[config.mk]
export PLATFORM = sky130hd
export DESIGN_NAME = bitcount_seg7_scan
export DESIGN_NICKNAME = d
export VERILOG_FILES = /design/src/rtl/bitcount_seg7_scan.sv
export SDC_FILE = /design/constraint.sdc
export NUM_CORES = 1
export LEC_CHECK = 0
export ABC_AREA = 0
export ABC_CLOCK_PERIOD_IN_PS = 2150
export CORE_UTILIZATION = 48
export DETAILED_ROUTE_END_ITERATION = 7
export PLACE_DENSITY = 0.73
export SLEW_MARGIN = 0
export SYNTH_ARGS = -nofsm -noshare
export SYNTH_HDL_FRONTEND = slang
export SYNTH_SLANG_ARGS = --single-unit
[constraint.sdc]
create_clock -name clk -period 2.15 [get_ports clk]
set_input_delay 0.43 -clock clk [delete_from_list [all_inputs] [get_ports clk]]
set_output_delay 0.43 -clock clk [all_outputs]
set_load 0.05 [all_outputs]
[src/rtl/bitcount_seg7_scan.sv]
// Display stage for the 4-bit bit counter: multiplexed common-anode 4-digit 7-segment driver.
// Shows the value as decimal with leading zero blanked, or as one hex digit, latched once per frame.
module bitcount_seg7_scan #(
   parameter int REFRESH_DIV  = 50000,
   parameter int BLANK_CYCLES = 8
) (
   input  logic       clk,
   input  logic       rst,
   input  logic [3:0] in_count,
   input  logic       hex_mode,
   output logic [3:0] an,
   output logic [6:0] seg,
   output logic       dp,
   output logic       frame_start
);

   localparam int PW = $clog2(REFRESH_DIV);
   localparam logic [PW-1:0] PRESC_LAST = PW'(REFRESH_DIV - 1);
   localparam logic [PW-1:0] BLANK_END  = PW'(BLANK_CYCLES);

   typedef enum logic [1:0] {
      SLOT0 = 2'd0,
      SLOT1 = 2'd1,
      SLOT2 = 2'd2,
      SLOT3 = 2'd3
   } slot_e;

   // Active-low glyphs, bit order {g,f,e,d,c,b,a}.
   function automatic logic [6:0] seg7_encode(input logic [3:0] v);
      logic [6:0] s;
      case (v)
         4'h0:    s = 7'b1000000;
         4'h1:    s = 7'b1111001;
         4'h2:    s = 7'b0100100;
         4'h3:    s = 7'b0110000;
         4'h4:    s = 7'b0011001;
         4'h5:    s = 7'b0010010;
         4'h6:    s = 7'b0000010;
         4'h7:    s = 7'b1111000;
         4'h8:    s = 7'b0000000;
         4'h9:    s = 7'b0010000;
         4'hA:    s = 7'b0001000;
         4'hB:    s = 7'b0000011;
         4'hC:    s = 7'b1000110;
         4'hD:    s = 7'b0100001;
         4'hE:    s = 7'b0000110;
         4'hF:    s = 7'b0001110;
         default: s = 7'b1111111;
      endcase
      return s;
   endfunction

   // Input never exceeds 15, so the units digit needs at most one subtraction.
   function automatic logic [3:0] dec_units(input logic [3:0] v);
      logic [3:0] u;
      if (v >= 4'd10) begin
         u = v - 4'd10;
      end else begin
         u = v;
      end
      return u;
   endfunction

   logic [PW-1:0] presc_r;
   slot_e         digit_r;
   slot_e         digit_next_s;
   logic [3:0]    frame_val_r;
   logic          frame_hex_r;
   logic          tick_s;
   logic          latch_s;
   logic          blank_s;
   logic          show_s;
   logic [3:0]    glyph_s;
   logic [3:0]    an_next_s;
   logic [6:0]    seg_next_s;
   logic [3:0]    an_r;
   logic [6:0]    seg_r;
   logic          dp_r;
   logic          frame_start_r;

   assign tick_s  = (presc_r == PRESC_LAST);
   assign latch_s = tick_s && (digit_r == SLOT3);
   assign blank_s = (presc_r < BLANK_END);

   // Slot prescaler and once-per-frame value/mode latch.
   always_ff @(posedge clk) begin
      if (rst) begin
         presc_r     <= {PW{1'b0}};
         frame_val_r <= 4'd0;
         frame_hex_r <= 1'b0;
      end else begin
         if (tick_s) begin
            presc_r <= {PW{1'b0}};
         end else begin
            presc_r <= presc_r + PW'(1'b1);
         end
         if (latch_s) begin
            frame_val_r <= in_count;
            frame_hex_r <= hex_mode;
         end else begin
            frame_val_r <= frame_val_r;
            frame_hex_r <= frame_hex_r;
         end
      end
   end

   // Slot FSM state register.
   always_ff @(posedge clk) begin
      if (rst) begin
         digit_r <= SLOT0;
      end else begin
         digit_r <= digit_next_s;
      end
   end

   // Slot FSM next state: rotate through the four digits on each prescaler wrap.
   always_comb begin
      digit_next_s = digit_r;
      if (tick_s) begin
         case (digit_r)
            SLOT0:   digit_next_s = SLOT1;
            SLOT1:   digit_next_s = SLOT2;
            SLOT2:   digit_next_s = SLOT3;
            SLOT3:   digit_next_s = SLOT0;
            default: digit_next_s = SLOT0;
         endcase
      end else begin
         digit_next_s = digit_r;
      end
   end

   // Slot FSM outputs: pick the glyph for this slot and gate it with the anti-ghost window.
   always_comb begin
      show_s     = 1'b0;
      glyph_s    = 4'd0;
      an_next_s  = 4'b1111;
      seg_next_s = 7'b1111111;
      case (digit_r)
         SLOT0: begin
            show_s = 1'b1;
            if (frame_hex_r) begin
               glyph_s = frame_val_r;
            end else begin
               glyph_s = dec_units(frame_val_r);
            end
         end
         SLOT1: begin
            glyph_s = 4'd1;
            if (!frame_hex_r && (frame_val_r >= 4'd10)) begin
               show_s = 1'b1;
            end else begin
               show_s = 1'b0;
            end
         end
         default: begin
            show_s  = 1'b0;
            glyph_s = 4'd0;
         end
      endcase
      if (show_s && !blank_s) begin
         an_next_s  = ~(4'b0001 << digit_r);
         seg_next_s = seg7_encode(glyph_s);
      end else begin
         an_next_s  = 4'b1111;
         seg_next_s = 7'b1111111;
      end
   end

   // Output registers keep the pins glitch-free with a fixed one-cycle latency.
   always_ff @(posedge clk) begin
      if (rst) begin
         an_r          <= 4'b1111;
         seg_r         <= 7'b1111111;
         dp_r          <= 1'b1;
         frame_start_r <= 1'b0;
      end else begin
         an_r          <= an_next_s;
         seg_r         <= seg_next_s;
         dp_r          <= 1'b1;
         frame_start_r <= latch_s;
      end
   end

   assign an          = an_r;
   assign seg         = seg_r;
   assign dp          = dp_r;
   assign frame_start = frame_start_r;

endmodule

==> results.cfg <==
[outcome]
status = finished, final reports clean

[synthesis]
yosys-top-cells-count = dfxtp_1 (35), nor2_1 (25), nand2_1 (20), ha_1 (13), nand3_1 (13)
ys_top_cells_by_area = dfxtp_1 (41%), ha_1 (9.6%), nor2_1 (5.5%), xor2_1 (4.6%), nand2_1 (4.4%)
synth-main-ff-cell = dfxtp_1
synth_top_cell_area_share_pct = 41.2
synth_area_mm2 = 0.00170
avgSynthCellArea_um2 = 9.20
ys.warnings.count = 0
synth_seq_area_share_pct = 41.2
async_flop_share_pct = 0
synth_fp_nets = 205
synthesis.instances = 185
synth_edf_count = 0
synth-seq-cells = 35
yosysMostFrequentCell = dfxtp_1
synth_top_cell_by_area = dfxtp_1
synthDistinctLibCells = 44

[finish]
multi_input_area_um2 = 946
fillers = 329
final_nets = 236
syn2layout_area_growth_pct = 21.8
seq_area_um2 = 703
drive_gt1_share_pct = 16.1
antenna_cells = 0

[sta]
whs_ns = 0.448
tightest_slew_ns = 0.576
fin_crit_sh_pct = 97.1
max_slew_margin_pct = 61.5
drv_slew = 0
finalSetupViolations = 0
finalCriticalPeriod_ns = 2.09
finalHoldViolations = 0
clock.fmax_mhz = 479
clock_skew_ns = 0.00617
tns_ns = 0

[cts]
cts_max_path_buffers = 2
clkSinkCount = 35
htreeDepth = 2
root_buffer = clkbuf_4
numCtsBuffers = 5
insertion_delay_ns = 0.34
cts_tree = yes
clkTransAtPathRegs_ns = 0.10
holdBufCountCts = 0

[routing]
postRouteAntennaNets = 0
dr.pass1.iters = 4
post-route-drc-count = 0
via_count = 1416
first_iter_violations = 50
routed_wirelength_um = 3450
routedWlPerCell_um = 13.1
vias_per_cell = 5.38

[critical_path]
cp_slowest_stage_delay_ns = 0.46
cpLargestDelayFamily = simple AND/OR/NAND/NOR gates
slowest_stage = mux4_2
worst_ep_required_time_ns = 2.38
cp_data_arrival_time_ns = 2.32
critPathBufInv = 1
crit_path_cell_trace = nand2b_4 -> or3_4 -> a21boi_4 -> inv_1 -> ha_2 -> mux4_2 -> or2b_1
critPathKind = reg -> reg
cp-start-kind = flip-flop
crit_path_max_fanout = 5
end_kind = flip-flop

[placement]
dp_hpwl_um = 2610
io_buffers = 18
gp_congestion = 0.841

[grt]
grt_pass1_wl_um = 5820
grt_max_degree = 16
track_usage_pct = 21.2
grt_pass1_vias = 1448
antenna_found_initial = 0
grt.overflow.total = 0

[hold_path]
min_path_type = reg -> reg

[floorplanning]
rows = 21
core_area_mm2 = 0.00336
io_pins = 20
dieArea_mm2 = 0.00379
chipWidth_um = 61.5
die_h_um = 61.5
start_util_pct = 50.6

[power_and_ir_drop]
p_leak_nw = 0.792
peakVddDrop_uv = 367
power.total_mw = 1.03
power_density_mw_per_mm2 = 499

[job]
drv_cap = 0
[through the flow]
| stage | cell area (µm²) | util [%] | worst slack, ns | cells |
|---|---|---|---|---|
| 6_report | 2070 | 61.6 | 0.0621 | 263 |
| 5_1_grt | 2070 | 61.6 | -0.00730 | 263 |
| 4_1_cts | 2060 | 61.2 | 0.00652 | 262 |
| 3_5_place_dp | 2000 | 59.5 | -0.0481 | 253 |
| 3_3_place_gp | 2000 | 59.5 | 0.0632 | 253 |
| 2_1_floorplan | 1750 | - | 0.00190 | 185 |
[where the power goes]
group,switching (mW),internal [mW],leakage [nW]
clock,0.212,0.127,0.0293
sequential,0.00320,0.653,0.284
combinational,0.0192,0.0181,0.479
total,0.235,0.799,0.792
[placed cells by master (no fill, tap or decap), drive strengths merged, types with 2 or more instances in the layout]
master and instances:
a21oi 11, and3 2, and4 4, buf 14, clkbuf 7, clkdlybuf4s50 18, dfxtp 35, ha 13
inv 8, mux2i 2, nand2 20, nand3 13, nand4 2, nor2 25, nor4 2, o221ai 4
o311ai 3, xnor2 5, xor2 9
[flip-flops by register name, summed over array words and instances, names as in the netlist]
name         count
an               4
digit_r          2
frame_hex_r      1
frame_start      1
frame_val_r      4
presc_r         16
seg              7
[kinds of logic (layout without fill, tap and decap cells)]
group                    Yosys count  in the layout  synth area share (%)
AND/OR/NAND/NOR                   77             77                  22.7
flip-flops                        35             35                  41.2
AO/OA/AOI/OAI                     26             26                  10.4
buffers and inverters             16             48                  5.96
XOR/XNOR                          14             14                  7.21
adder cells (fa/ha/maj)           13             13                  9.56
multiplexers                       3              3                  2.72
other                              1              1                 0.220
[worst reg2reg max path: cells and delay by family, from the launching register on]
| family | cells | cell delay, ns |
|---|---|---|
| AO/OA/AOI/OAI | 1 | 0.20 |
| adder cells (fa/ha/maj) | 1 | 0.20 |
| buffers and inverters | 1 | 0.08 |
| flip-flops | 1 | 0.32 |
| multiplexers | 1 | 0.46 |
| AND/OR/NAND/NOR | 3 | 0.71 |
[layout make-up]
type | count | area share, %
Clock inverter | 1 | 0.242
Multi-Input combinational cell | 134 | 45.7
Timing Repair Buffer | 32 | 13.8
Inverter | 8 | 1.45
Tap cell | 46 | 2.78
Sequential cell | 35 | 33.9
Clock buffer | 7 | 2.17
[metal layers]
layer | part of all wire (%) | vias to the layer above | track usage [%]
met2 | 52 | 34 | 38.9
met4 | 3.1 | 0 | 12.7
met1 | 42 | 675 | 20.5
met5 | 0 | - | 0
met3 | 3.6 | 13 | 6.93
li1 | - | 694 | -
[what timing repair did]
item	in CTS	in global routing
setup endpoints to repair	1	1
pin swaps	2	1
buffers inserted	1	1
resized for setup	0	6
[worst paths after layout]
path	start	end	slack (ns)	cells past startpoint
setup / recovery	frame_hex_r	seg[3]	0.06	7
hold reg to reg	presc_r[0]	presc_r[0]	0.45	1
setup reg to reg	frame_hex_r	seg[3]	0.06	7
hold / removal	presc_r[0]	presc_r[0]	0.45	1
Power figures use the tool's default switching activity.
